==> config.mk <==
export PLATFORM = sky130hd
export DESIGN_NAME = spi_coeff_master
export DESIGN_NICKNAME = d
export VERILOG_FILES = /design/src/rtl/spi_coeff_master.sv
export SDC_FILE = /design/constraint.sdc
export NUM_CORES = 1
export LEC_CHECK = 0
export ABC_CLOCK_PERIOD_IN_PS = 2610
export CAP_MARGIN = 20
export CORE_MARGIN = 1.5
export CORE_UTILIZATION = 55
export CTS_CLUSTER_SIZE = 28
export DETAILED_ROUTE_END_ITERATION = 10
export PLACE_DENSITY_LB_ADDON = 0.25
export SLEW_MARGIN = 20
export SYNTH_ARGS = -nofsm -noshare
export SYNTH_HDL_FRONTEND = slang
export SYNTH_SLANG_ARGS = --single-unit
==> constraint.sdc <==
create_clock -name clk -period 2.61 [get_ports clk]
set_input_delay 0.261 -clock clk [delete_from_list [all_inputs] [get_ports clk]]
set_output_delay 0.261 -clock clk [all_outputs]
set_load 0.05 [all_outputs]
==> src/rtl/spi_coeff_master.sv <==
// ============================================================================
// Module      : spi_coeff_master
// Description : SPI mode-0 master that streams a frame of NTaps two's
//               complement coefficients, MSB first, to a slave device.
//               Coefficients are pulled one at a time through a
//               valid/ready handshake. Every output is a flop, so spiClk,
//               cs and mosi cannot glitch.
// Ports       : clk        - system clock, rising edge
//               resetN     - asynchronous active-low reset
//               start      - one-cycle request to begin a frame
//               coeffData  - next coefficient (CoeffWidth bits)
//               coeffValid - coeffData valid
//               coeffReady - master accepts coeffData this cycle
//               spiClk     - SPI serial clock (idle low)
//               mosi       - SPI serial data
//               cs         - SPI chip select, active low
//               busy       - frame in progress
//               done       - one-cycle pulse at frame end
// Revision    : 1.0 - initial release
// ============================================================================
`timescale 1ns/1ps
`default_nettype none

module spi_coeff_master #(
  parameter int NTaps      = 9,
  parameter int CoeffWidth = 16,
  parameter int ClkDiv     = 4
) (
  input  logic                  clk,
  input  logic                  resetN,
  input  logic                  start,
  input  logic [CoeffWidth-1:0] coeffData,
  input  logic                  coeffValid,
  output logic                  coeffReady,
  output logic                  spiClk,
  output logic                  mosi,
  output logic                  cs,
  output logic                  busy,
  output logic                  done
);

  // The divider counts one full spiClk period (low phase then high phase).
  localparam int C_DIV_W = (2 * ClkDiv > 1) ? $clog2(2 * ClkDiv) : 1;
  localparam int C_BIT_W = $clog2(CoeffWidth);
  localparam int C_TAP_W = (NTaps > 1) ? $clog2(NTaps) : 1;

  localparam logic [C_DIV_W-1:0] C_HALF_LAST = C_DIV_W'(ClkDiv - 1);
  localparam logic [C_DIV_W-1:0] C_DIV_LAST  = C_DIV_W'(2 * ClkDiv - 1);
  localparam logic [C_BIT_W-1:0] C_BIT_LAST  = C_BIT_W'(CoeffWidth - 1);
  localparam logic [C_TAP_W-1:0] C_TAP_LAST  = C_TAP_W'(NTaps - 1);

  typedef enum logic [2:0] {
    S_IDLE  = 3'd0,
    S_SETUP = 3'd1,
    S_FETCH = 3'd2,
    S_SHIFT = 3'd3,
    S_HOLD  = 3'd4,
    S_DONE  = 3'd5
  } state_t;

  state_t              r_state;
  logic [C_DIV_W-1:0]  r_div_cnt;
  logic [C_BIT_W-1:0]  r_bit_cnt;
  logic [C_TAP_W-1:0]  r_tap_cnt;
  // Only the bits still to be sent after the one currently on mosi are kept;
  // the MSB of a newly accepted coefficient goes straight to the mosi flop.
  logic [CoeffWidth-2:0] r_shreg;

  always_ff @(posedge clk or negedge resetN) begin
    if (!resetN) begin
      r_state    <= S_IDLE;
      r_div_cnt  <= '0;
      r_bit_cnt  <= '0;
      r_tap_cnt  <= '0;
      r_shreg    <= '0;
      coeffReady <= 1'b0;
      spiClk     <= 1'b0;
      mosi       <= 1'b0;
      cs         <= 1'b1;
      busy       <= 1'b0;
      done       <= 1'b0;
    end else begin
      done <= 1'b0;
      case (r_state)
        S_IDLE: begin
          r_div_cnt <= '0;
          r_bit_cnt <= '0;
          r_tap_cnt <= '0;
          if (start) begin
            r_state <= S_SETUP;
            cs      <= 1'b0;
            busy    <= 1'b1;
          end
        end

        S_SETUP: begin
          if (r_div_cnt == C_HALF_LAST) begin
            r_div_cnt  <= '0;
            r_state    <= S_FETCH;
            coeffReady <= 1'b1;
          end else begin
            r_div_cnt <= r_div_cnt + 1'b1;
          end
        end

        S_FETCH: begin
          // coeffReady is high throughout this state, so valid alone
          // marks the transfer cycle.
          if (coeffValid) begin
            r_shreg    <= coeffData[CoeffWidth-2:0];
            mosi       <= coeffData[CoeffWidth-1];
            coeffReady <= 1'b0;
            r_div_cnt  <= '0;
            r_bit_cnt  <= '0;
            r_state    <= S_SHIFT;
          end
        end

        S_SHIFT: begin
          if (r_div_cnt == C_HALF_LAST) begin
            spiClk    <= 1'b1;
            r_div_cnt <= r_div_cnt + 1'b1;
          end else if (r_div_cnt == C_DIV_LAST) begin
            // End of the high phase: spiClk falls and the next bit is
            // presented on the same edge, so mosi only moves while low.
            spiClk    <= 1'b0;
            r_div_cnt <= '0;
            if (r_bit_cnt == C_BIT_LAST) begin
              r_bit_cnt <= '0;
              if (r_tap_cnt == C_TAP_LAST) begin
                r_state <= S_HOLD;
              end else begin
                r_tap_cnt  <= r_tap_cnt + 1'b1;
                r_state    <= S_FETCH;
                coeffReady <= 1'b1;
              end
            end else begin
              r_bit_cnt <= r_bit_cnt + 1'b1;
              mosi      <= r_shreg[CoeffWidth-2];
              r_shreg   <= r_shreg << 1;
            end
          end else begin
            r_div_cnt <= r_div_cnt + 1'b1;
          end
        end

        S_HOLD: begin
          if (r_div_cnt == C_HALF_LAST) begin
            r_div_cnt <= '0;
            r_tap_cnt <= '0;
            r_state   <= S_DONE;
            cs        <= 1'b1;
            busy      <= 1'b0;
            done      <= 1'b1;
            mosi      <= 1'b0;
          end else begin
            r_div_cnt <= r_div_cnt + 1'b1;
          end
        end

        S_DONE: begin
          r_state <= S_IDLE;
        end

        default: begin
          r_state <= S_IDLE;
        end
      endcase
    end
  end

endmodule

`default_nettype wire

Word level (Yosys, flattened, before mapping)
Index checks and enable logic that the tools add are counted.

Multipliers: 0. Reductions and logical operators: 19. Bitwise logic cells: 0. Eq/ne operators: 17. Add/sub/neg operators: 3. Div/mod/pow operators: 0. Magnitude comparators: 0. Mux-type cells: 51. Shift-type cells: 0.

Operators by type and width (count): 15-bit 2-to-1 mux (4); 3-bit 2-to-1 mux (12); 4-bit 2-to-1 mux (9); 15-bit case mux with 2 select lines (1); 4-bit case mux with 3 select lines (2); 2-bit != test (second input constant) (9); 1-bit 2-to-1 mux (17); 3-bit case mux with 5 select lines (1); 7-bit AND reduction (2); 3-bit case mux with 4 select lines (1); 6-bit AND reduction (2); 3-bit nonzero test (4); 3-bit by 2-bit == test with 1-bit output (second input constant) (3); 4-bit by 1-bit adder with 4-bit output (second input constant) (2); 4-bit == test (second input constant) (2); 3-bit == test (second input constant) (2); 1-bit case mux with 3 select lines (2); 2-bit nonzero test (3); 5-bit AND reduction (1); 1-bit case mux with 2 select lines (2); 2-bit AND reduction (2); 4-bit AND reduction (1); 4-bit nonzero test (1); 3-bit by 1-bit adder with 3-bit output (second input constant) (1); 4 further kinds (4).

Output and inout bits: 6. Memories kept: 0. Bits in read-only memories: 0. Input bits: 20. Bits in latches: 0. Bits in registers: 35. Memory bits (writable): 0.

Depth between registers and ports, before layout
Gate-level depths: netlist of the first run.

Depth after elaboration: 6. Mapped depth: 7. Depth with buffers taken out: 7.

Worst setup path before layout of the first run
Ideal clock, no wire load.

Path type: register to register. Start point: reg r_div_cnt[0]. End point: reg r_shreg[6]. Path buffers: 1. Cell stages (with the launch flop): 8. Data arrival time: 1.903 ns. Slack: 0.583 ns. Cell sequence: dfrtp_1 > ha_1 > ha_1 > nor2b_1 > and3_1 > o21ai_2 > buf_4 > mux2_2.

Longest elaborated chain between the ends: 3. Elaborated cells between the ends (all ways): 5. Those cells by class: eq/ne (4); reduce/logical (1).

RTL lines: from (decl) (RTL line 62) `logic [C_DIV_W-1:0] r_div_cnt;`; from (signal assigned) (RTL line 102) `r_div_cnt <= r_div_cnt + 1'b1;`; from (signal assigned) (RTL line 122) `r_div_cnt <= r_div_cnt + 1'b1;`; from (signal assigned) (RTL line 143) `r_div_cnt <= r_div_cnt + 1'b1;`; 3-bit == test or 3-bit by 2-bit == test with 1-bit output (tied branches) (RTL line 123, 120); 2-bit != test (no source line); 5-bit AND reduction (no source line) *; to (signal assigned) (RTL line 110) `r_shreg <= coeffData[CoeffWidth-2:0];`; to (signal assigned) (RTL line 140) `r_shreg <= r_shreg << 1;`; to (decl) (RTL line 67) `logic [CoeffWidth-2:0] r_shreg;`.

Every way passes the cells marked *; elsewhere a longest branch is shown, timed or not. A chain may end at the register's enable or synchronous reset.

Worst setup path after layout of the first run
Start point: reg r_div_cnt[0]. End point: reg r_state[0].

Longest elaborated chain between the ends: 3. Elaborated cells between the ends (all ways): 7. Those cells by class: eq/ne (6); reduce/logical (1).

RTL lines: 3-bit by 2-bit == test with 1-bit output or 3-bit == test (tied branches); 2-bit != test (no source line); 7-bit AND reduction (no source line) *; to (signal assigned) (RTL line 99) `r_state <= S_FETCH;`; to (signal assigned) (RTL line 131) `r_state <= S_HOLD;`; to (signal assigned) (RTL line 151) `r_state <= S_DONE;`; to (decl) (RTL line 61) `state_t r_state;`.

Marked as above.

==> results.json, run 1 <==
{
  "synthArstFlopShare": 1.000,
  "placement.cell_area_um2": 2316,
  "routedWlPerCell_um": 13.47,
  "dieArea_um2": 4058,
  "num_vias": 1601,
  "row_count": 21,
  "drc": 0,
  "grt.total_usage": 0.2056,
  "cts_resized": 0,
  "area_growth_pct": 19.20,
  "first_pass_iters": 4,
  "numCtsBuffers": 5,
  "path_cells": "ha_1 -> ha_1 -> nand3b_1 -> a41oi_2 -> o311ai_1 -> mux2_1",
  "n_antenna_cell": 0,
  "die_width_um": 63.71,
  "wl_met1_um": 1793,
  "grt_pass1_vias": 1472,
  "slew_viol_final": 0,
  "cts_tree": "done",
  "crit_arrival_ns": 2.30,
  "met3_length_um": 230,
  "core_area_um2": 3442,
  "start_util": 0.5889,
  "fin_area_um2": 2416,
  "slowest_stage": "dfrtp_1",
  "ir_drop_v": 0.0006095,
  "clk_path_buf_depth": 2,
  "avgSynthCellArea_um2": 9.516,
  "clock-sinks": 35,
  "post-dp-hpwl_um": 2864,
  "tightest_slew_ns": 0.6090,
  "outcome": "finished, final reports clean",
  "fin_setup_tns_ns": 0,
  "rsz0062_at_grt": "false",
  "avgViaCountPerCell": 5.578,
  "p_total_w": 0.002607,
  "top_layer": "met4",
  "cpMostUsedCell": "ha_1",
  "grt_pass1_wl_um": 6451,
  "syn_area_um2": 2027,
  "ctsHtreeMaxLevel": 2,
  "min_period_over_period": 0.8183,
  "pin_count": 26,
  "skew_ns": 0.006178,
  "leakage_nw": 1.110,
  "ant_nets": 0,
  "drt-total-wl_um": 3865,
  "finalCriticalPeriod_ns": 2.136,
  "critPathMaxStageDelay_ns": 0.39,
  "drt-initial-drc-count": 114,
  "synth-edff-count": 0,
  "antenna_found_initial": 0,
  "synthDistinctLibCells": 48,
  "globalplace.congestion": 0.8280,
  "fin_nets": 268,
  "cp_top_family": "adder cells",
  "root_buffer": "clkbuf_8",
  "ys_warn_count": 0,
  "nFillCells": 282,
  "synthCells": 213,
  "syn_nets": 241,
  "grt_overflow": 0,
  "cp.required_ns": 2.78,
  "critPathCaptureType": "flop",
  "clk_pin_slew_worst_paths_ns": 0.07,
  "yosysSeqAreaShare": 0.4327,
  "wl_met2_um": 1813,
  "synth_seq_cells": 35,
  "die_h_um": 63.71,
  "synth_ff_type": "dfrtp_1",
  "clk_latency_ns": 0.29,
  "regArea_um2": 877.1,
  "cp-start-kind": "flop",
  "drv_cap": 0,
  "critical_path_buf_inv_count": 0,
  "relSlewSlack": 0.5940,
  "cts_setup_buffers": 0,
  "worstSetupPathType": "reg2reg",
  "hp-class": "in2async",
  "fmax_ghz": 0.4682,
  "finalSetupViolCount": 0,
  "hold_viol_final": 0,
  "port-buffer-count": 25,
  "multiInputGateArea_um2": 1045,
  "powerDensity_nw_per_um2": 1079,
  "drive_gt1_frac": 0.1369,
  "crit_fanout": 7,
  "grt_max_degree": 36,
  "hold_buffers": 0
}
[cells by family (layout without fill, tap and decap cells)]
logic type / count (synthesis) / after routing / share of synthesized area
DFF: 35 / 35 / 0.4327
buffers and inverters: 21 / 49 / 0.05185
AOI/OAI and AO/OA: 39 / 39 / 0.1469
muxes: 20 / 20 / 0.1093
adders and majority gates: 8 / 8 / 0.04938
and+or+nand+nor: 90 / 90 / 0.2099
[routing by layer]
| layer | GRT usage | up-vias |
|---|---|---|
| met5 | 0 | - |
| met4 | 0.1060 | 0 |
| met3 | 0.06429 | 4 |
| met2 | 0.3066 | 41 |
| met1 | 0.2676 | 761 |
| li1 | - | 795 |
[cell usage in the layout, fill, tap and decap left out, types with 2 or more instances in the layout]
cell / n
mux2_1: 8
nor2_1: 11
nor2b_1: 4
mux2i_1: 3
nand2_1: 49
or3_1: 2
dfrtp_1: 34
clkbuf_8: 7
nand3b_1: 5
nand3_1: 4
nand2b_1: 2
ha_1: 8
o21ai_0: 6
o31ai_1: 4
inv_1: 9
mux2_2: 9
buf_4: 7
and3_1: 5
o22ai_1: 3
a21oi_1: 9
clkdlybuf4s50_1: 25
[flip-flops by register name, summed over array words and instances (netlist names)]
| signal | flops |
|---|---|
| done | 1 |
| r_bit_cnt | 4 |
| mosi | 1 |
| r_tap_cnt | 4 |
| r_shreg | 15 |
| r_state | 3 |
| coeffReady | 1 |
| cs | 1 |
| busy | 1 |
| spiClk | 1 |
| r_div_cnt | 3 |
[worst register-to-register path, cell delays in order (launching register included)]
cell      delay [ns]
dfrtp_1         0.39
ha_1            0.25
ha_1            0.28
nand3b_1        0.21
a41oi_2         0.31
o311ai_1        0.22
mux2_1          0.35
[area by class of cell]
class,instances,area share
Multi-Input combinational cell,157,0.4324
Tap cell,46,0.02382
Clock buffer,8,0.04143
Inverter,9,0.01398
Timing Repair Buffer,32,0.1253
Sequential cell,35,0.3630
[Yosys cell counts, drive strengths merged, types with 3 or more instances]
cell / n / area share
nand2: 50 / 0.094
dfrtp: 34 / 0.42
mux2: 17 / 0.094
nor2: 12 / 0.023
a21oi: 9 / 0.022
inv: 9 / 0.017
ha: 8 / 0.049
o21ai: 8 / 0.022
buf: 7 / 0.026
and3: 5 / 0.015
clkbuf: 5 / 0.0093
nand3b: 5 / 0.019
nand3: 4 / 0.0099
nor2b: 4 / 0.012
o22ai: 4 / 0.015
o31ai: 4 / 0.015
mux2i: 3 / 0.015
[worst paths after layout]
| kind | from | endpoint | slack [ns] | cells past startpoint |
|---|---|---|---|---|
| worst max-delay path | r_div_cnt[0] | r_state[0] | 0.47 | 6 |
| worst min-delay path | resetN | r_bit_cnt[2] | 0.38 | 2 |
| worst max register to register | r_div_cnt[0] | r_state[0] | 0.47 | 6 |
| worst min register to register | r_div_cnt[0] | r_div_cnt[0] | 0.48 | 1 |
| max in group asynchronous | resetN | cs | 1.89 | 2 |
| min in group clk | r_div_cnt[0] | r_div_cnt[0] | 0.48 | 1 |
[report_power, final]
part / internal, W / total, W / switching (W)
sequential: 0.000762 / 0.000931 / 0.000168
clock: 0.000241 / 0.000422 / 0.000182
combinational: 0.000568 / 0.00125 / 0.000686
[through the flow]
stage | hold slack (ns) | std cells | setup WS, ns | utilization
2_1_floorplan | -0.03459 | 213 | 0.5828 | -
5_1_grt | 0.4223 | 287 | 0.3699 | 0.7019
4_1_cts | 0.4004 | 287 | 0.4943 | 0.7019
3_3_place_gp | 0.4702 | 279 | 0.5921 | 0.6728
3_5_place_dp | 0.4769 | 279 | 0.5070 | 0.6728
6_report | 0.3827 | 287 | 0.4741 | 0.7019
Power figures use the tool's default switching activity.
==> inputs of run 2 (changes only) <==
Settings changed: ABC_CLOCK_PERIOD_IN_PS 2610 to 2000.
Clock period 2.61 ns to 2 ns, I/O delays scaled along.
==> run 2 against run 1 <==
Compared with the run above: setup slack worse by 0.47 ns; critical path depth unchanged; fmax is 7.2% higher; flip-flop and latch count did not move; count of clock-buffer cells in the layout decreased by 2; register-to-register slack worse by 0.47 ns; core utilization up 5.1 points; die area is the same; first-iteration DRC count grew 8.8%; critical path type unchanged; critical endpoint unchanged.
==> results.json, run 2 (synthesis results as in run 1) <==
{
  "clk_latency_ns": 0.29,
  "dp_cells": 287,
  "first_pass_iters": 4,
  "ctsHtreeMaxLevel": 2,
  "r2r_start": "r_div_cnt[0]",
  "cp.required_ns": 2.18,
  "cts_tree": "done",
  "avgViaCountPerCell": 5.661,
  "core_area_um2": 3442,
  "critPathCaptureType": "flop",
  "clock-sinks": 35,
  "grt.total_usage": 0.2202,
  "relSlewSlack": 0.6629,
  "drv_cap": 0,
  "routedWlPerCell_um": 14.98,
  "finalCriticalPeriod_ns": 1.992,
  "antenna_found_initial": 0,
  "die_width_um": 63.71,
  "area_growth_pct": 27.90,
  "met3_usage": 0.05000,
  "globalplace.congestion": 0.8516,
  "grt_pass1_vias": 1575,
  "powerDensity_nw_per_um2": 1451,
  "die_h_um": 63.71,
  "rrSetupSlack_ns": 0.008,
  "regMostFlops": "r_shreg",
  "clk_path_buf_depth": 2,
  "ant_nets": 0,
  "min_period_over_period": 0.9961,
  "grt_pass1_wl_um": 6941,
  "drc": 0,
  "layout_commonest_cell": "nand2_1",
  "globalRoute.busiestLayer": "met2",
  "rr_worst_depth": 6,
  "setup_ws_ns": 0.007723,
  "n_antenna_cell": 0,
  "cp-start-kind": "flop",
  "slew_viol_final": 0,
  "r2r_end": "r_state[0]",
  "outcome": "finished, final reports clean",
  "post-dp-hpwl_um": 2930,
  "pin_count": 26,
  "grtUsageMet1": 0.2932,
  "skew_ns": 0.004955,
  "crit_fanout": 5,
  "grt_overflow": 0,
  "p_total_w": 0.003763,
  "root_buffer": "clkbuf_8",
  "stdcell_count": 298,
  "ir_drop_v": 0.0008153,
  "fin_setup_tns_ns": 0,
  "top_regs": "r_shreg: 15 flops, r_bit_cnt: 4 flops, r_tap_cnt: 4 flops",
  "fmax_ghz": 0.5019,
  "drt-initial-drc-count": 124,
  "hold_viol_final": 0,
  "drive_gt1_frac": 0.1984,
  "clk_pin_slew_worst_paths_ns": 0.07,
  "finalSetupViolCount": 0,
  "leakage_nw": 1.185,
  "met2_usage": 0.3487,
  "worstSetupPathType": "reg2reg",
  "port-buffer-count": 25,
  "tightest_slew_ns": 0.5041,
  "largest_reg_flops": 15,
  "dieArea_um2": 4058,
  "fin_nets": 279,
  "grt_max_degree": 36,
  "dp_slack_ns": 0.02317,
  "final_cell_mix": "49 x nand2_1, 34 x dfrtp_1, 25 x clkdlybuf4s50_1",
  "row_count": 21,
  "num_vias": 1687,
  "drt-total-wl_um": 4465,
  "crit_arrival_ns": 2.17,
  "hp-class": "in2async",
  "start_util": 0.5889,
  "numCtsBuffers": 5
}
-- run 2: worst max-delay path by stage --
stage                            start     endpoint  slack, ns
after floorplan           r_div_cnt[0]   r_shreg[6]       0.01
after global placement    r_div_cnt[0]  r_shreg[10]       0.06
after detailed placement  r_div_cnt[0]   r_shreg[5]       0.02
after CTS                 r_div_cnt[0]   r_shreg[8]       0.04
after global routing      r_div_cnt[0]   r_state[0]      -0.07
final                     r_div_cnt[0]   r_state[0]      0.008
-- run 2: power by group --
group | switching, W | internal, W | total (W)
sequential | 0.000229 | 0.000995 | 0.00122
combinational | 0.000990 | 0.000887 | 0.00188
clock | 0.000259 | 0.000403 | 0.000662
-- run 2: worst max-delay path, cell delays in order, from the launching register on --
cell      delay (ns)
dfrtp_1         0.41
ha_4            0.19
ha_1            0.25
nand3b_1        0.23
a41oi_2         0.24
o311ai_1        0.20
mux2_1          0.35
-- run 2: timing repair --
item / CTS / global route
setup endpoints to repair: 12 / 17
resized for setup: 1 / 6
cloned: 0 / 1
pin swaps: 0 / 1
buffers inserted: 0 / 2
hold buffers: 0 / 0
-- run 2: stage by stage --
step,cell area [µm²],utilization,hold WS [ns]
floorplan,2034,-,-0.09559
global placement,2396,0.6961,0.4688
detailed placement,2396,0.6961,0.4783
CTS,2516,0.7310,0.3391
global route,2592,0.7532,0.3633
finish,2592,0.7532,0.3251
-- run 2: routing by layer --
metal	vias to the layer above	routed length [µm]
met5	-	0
met4	0	86
met3	9	183
met2	44	2166
met1	818	2028
li1	816	-
-- run 2: cell type report --
type	instances	area (µm²)
Multi-Input combinational cell	157	1091
Tap cell	46	57.56
Fill cell	247	849.6
Inverter	9	33.78
Timing Repair Buffer	43	415.4
Clock inverter	2	35.03
Clock buffer	6	82.58
Sequential cell	35	877.1
==> variant, RTL diff (config.mk and constraints of run 1) <==
Set the parameter `NTaps` to 11 (it was 9).
--- a/src/rtl/spi_coeff_master.sv
+++ b/src/rtl/spi_coeff_master.sv
@@ -24,3 +24,3 @@
 module spi_coeff_master #(
-  parameter int NTaps      = 9,
+  parameter int NTaps      = 11,
   parameter int CoeffWidth = 16,
Function: no difference found for any inputs over 10 cycles, from zero or initial values and one cycle with resetN low; that may be too few to reach the edited logic, so the function may still have changed.
==> variant against run 1 <==
Power decreased by 21%. Critical path depth increased by 1. Clock skew increased by 1.4 ps. Combinational power decreased by 32%. Maximum frequency increased by 4.3%. Design area decreased by 5.3%. Sequential cell count unchanged. Count of clock-buffer cells in the layout unchanged. Routed wire length increased by 1.0%. Worst setup slack improved by 88 ps. Synthesized area decreased by 4.3%.
==> variant: results (changes against run 1) <==
The logs give 45.2% (was 43.3%) for the sequential-to-total area share from yosys stat and 0.00222 mm2 (was 0.00232 mm2) for the placed instance area. The count of fill cells added during filler insertion was 280 (was 282). The worst slack at placement is 565 ps (was 507 ps), and the highest net fanout along the worst path is 29 (was 7). Length in cells of the worst reg-to-reg path: 7 (was 6).

The maximum clock skew at final layout was 7.58 ps (was 6.18 ps); the via count of the routed design was 1,566 (was 1,601). The met3 routing resource usage after global routing was 6.13% (was 6.43%); the first-pass GRT wire length was 6440 um (was 6450 um). The adder-cell share of the synthesized area is 5.16% (was 4.94%). Average wire per standard cell: 14.8 um (was 13.5 um). Maximum resistive drop on vdd: 524 uV (was 609 uV). The final design area excluding fillers is 0.00229 mm2 (was 0.00242 mm2), and the placer's final routability congestion estimate is 0.787 (was 0.828). For the number of sequential cells in the layout, the log shows 35 (unchanged).

The flop-to-flop setup slack was 560 ps (was 470 ps). The count of inverters other than clock inverters in the layout works out to 5 (was 9). The clock latency at the later pin of the worst-skew pair is 340 ps (was 290 ps), and the slew of the pin with the lowest slew margin is 525 ps (was 609 ps). The run finished with clean final reports. The total length of routed wires was 3910 um (was 3870 um). For the via count of the first global-routing pass, the log shows 1,437 (was 1,472). For the area occupied by multi-input gates, the log shows 986 um2 (was 0.00104 mm2). The routed length on met3 was 197 um (was 230 um); the fraction of final layout cells with drive strength greater than 1 was 10.6% (was 13.7%). The number of cells produced by synthesis came out at 193 (was 213).

The CTS clock-pin slew for the worst setup and hold paths came out at 110 ps (was 70 ps). The tools report the synthesized net count as 221 (was 241). Capturing point of the worst reg2reg path: r_shreg[0] (was r_state[0]). Largest cells by area after synthesis: sky130_fd_sc_hd__dfrtp_1 (44%), sky130_fd_sc_hd__mux2i_1 (7.7%), sky130_fd_sc_hd__a21oi_1 (5.9%), sky130_fd_sc_hd__a31oi_1 (5.2%), sky130_fd_sc_hd__ha_1 (5.2%) (was sky130_fd_sc_hd__dfrtp_1 (42%), sky130_fd_sc_hd__nand2_1 (9.1%), sky130_fd_sc_hd__mux2_2 (5.0%), sky130_fd_sc_hd__ha_1 (4.9%), sky130_fd_sc_hd__mux2_1 (4.4%)). The total length of routed met2 wires came out at 1860 um (was 1810 um). The internal portion of total power was 1240 uW (was 1570 uW).

For the detailed placement HPWL, the log shows 2670 um (was 2860 um). Synth cell count leaders: sky130_fd_sc_hd__dfrtp_1 (34), sky130_fd_sc_hd__a21oi_1 (23), sky130_fd_sc_hd__a31oi_1 (16), sky130_fd_sc_hd__mux2i_1 (15), sky130_fd_sc_hd__nor2_1 (12) (was sky130_fd_sc_hd__nand2_1 (49), sky130_fd_sc_hd__dfrtp_1 (34), sky130_fd_sc_hd__nor2_1 (11)). The met2 routing resource usage after global routing is 32.5% (was 30.7%), and the overall routing resource usage is 20.8% (was 20.6%). The number of nets in the finished design came out at 244 (was 268). Post-synthesis mux area share: 10.8% (was 10.9%). The leakage power summed over all cells is 0.00105 uW (was 0.00111 uW), and the violation count after the first detailed-routing iteration is 85 (was 114).

Library cell used as clock root buffer: sky130_fd_sc_hd__clkbuf_4 (was sky130_fd_sc_hd__clkbuf_8).
==> variant: cell types whose count changed after synthesis, moves of 6 or more <==
cell and delta:
sky130_fd_sc_hd__nand2_1 -39, sky130_fd_sc_hd__a31oi_1 +16, sky130_fd_sc_hd__a21oi_1 +14, sky130_fd_sc_hd__mux2i_1 +12, sky130_fd_sc_hd__mux2_1 -7, sky130_fd_sc_hd__mux2_2 -6
==> variant: worst max-delay path by stage <==
stage / end / cells after the start / slack [ps]
6_report: r_shreg[0] / 7 / 560
5_1_grt: r_shreg[0] / 7 / 420
4_1_cts: r_shreg[0] / 7 / 560
3_5_place_dp: r_shreg[0] / 7 / 570
3_3_place_gp: r_tap_cnt[1] / 6 / 630
2_1_floorplan: r_tap_cnt[1] / 6 / 710
==> variant: power groups by stage <==
stage	clock network [uW]	registers, uW	logic [uW]
after CTS	348	853	855
after floorplan	0	859	650
final	342	856	855
after global placement	0	852	816
after detailed placement	0	862	852
after global routing	372	876	935
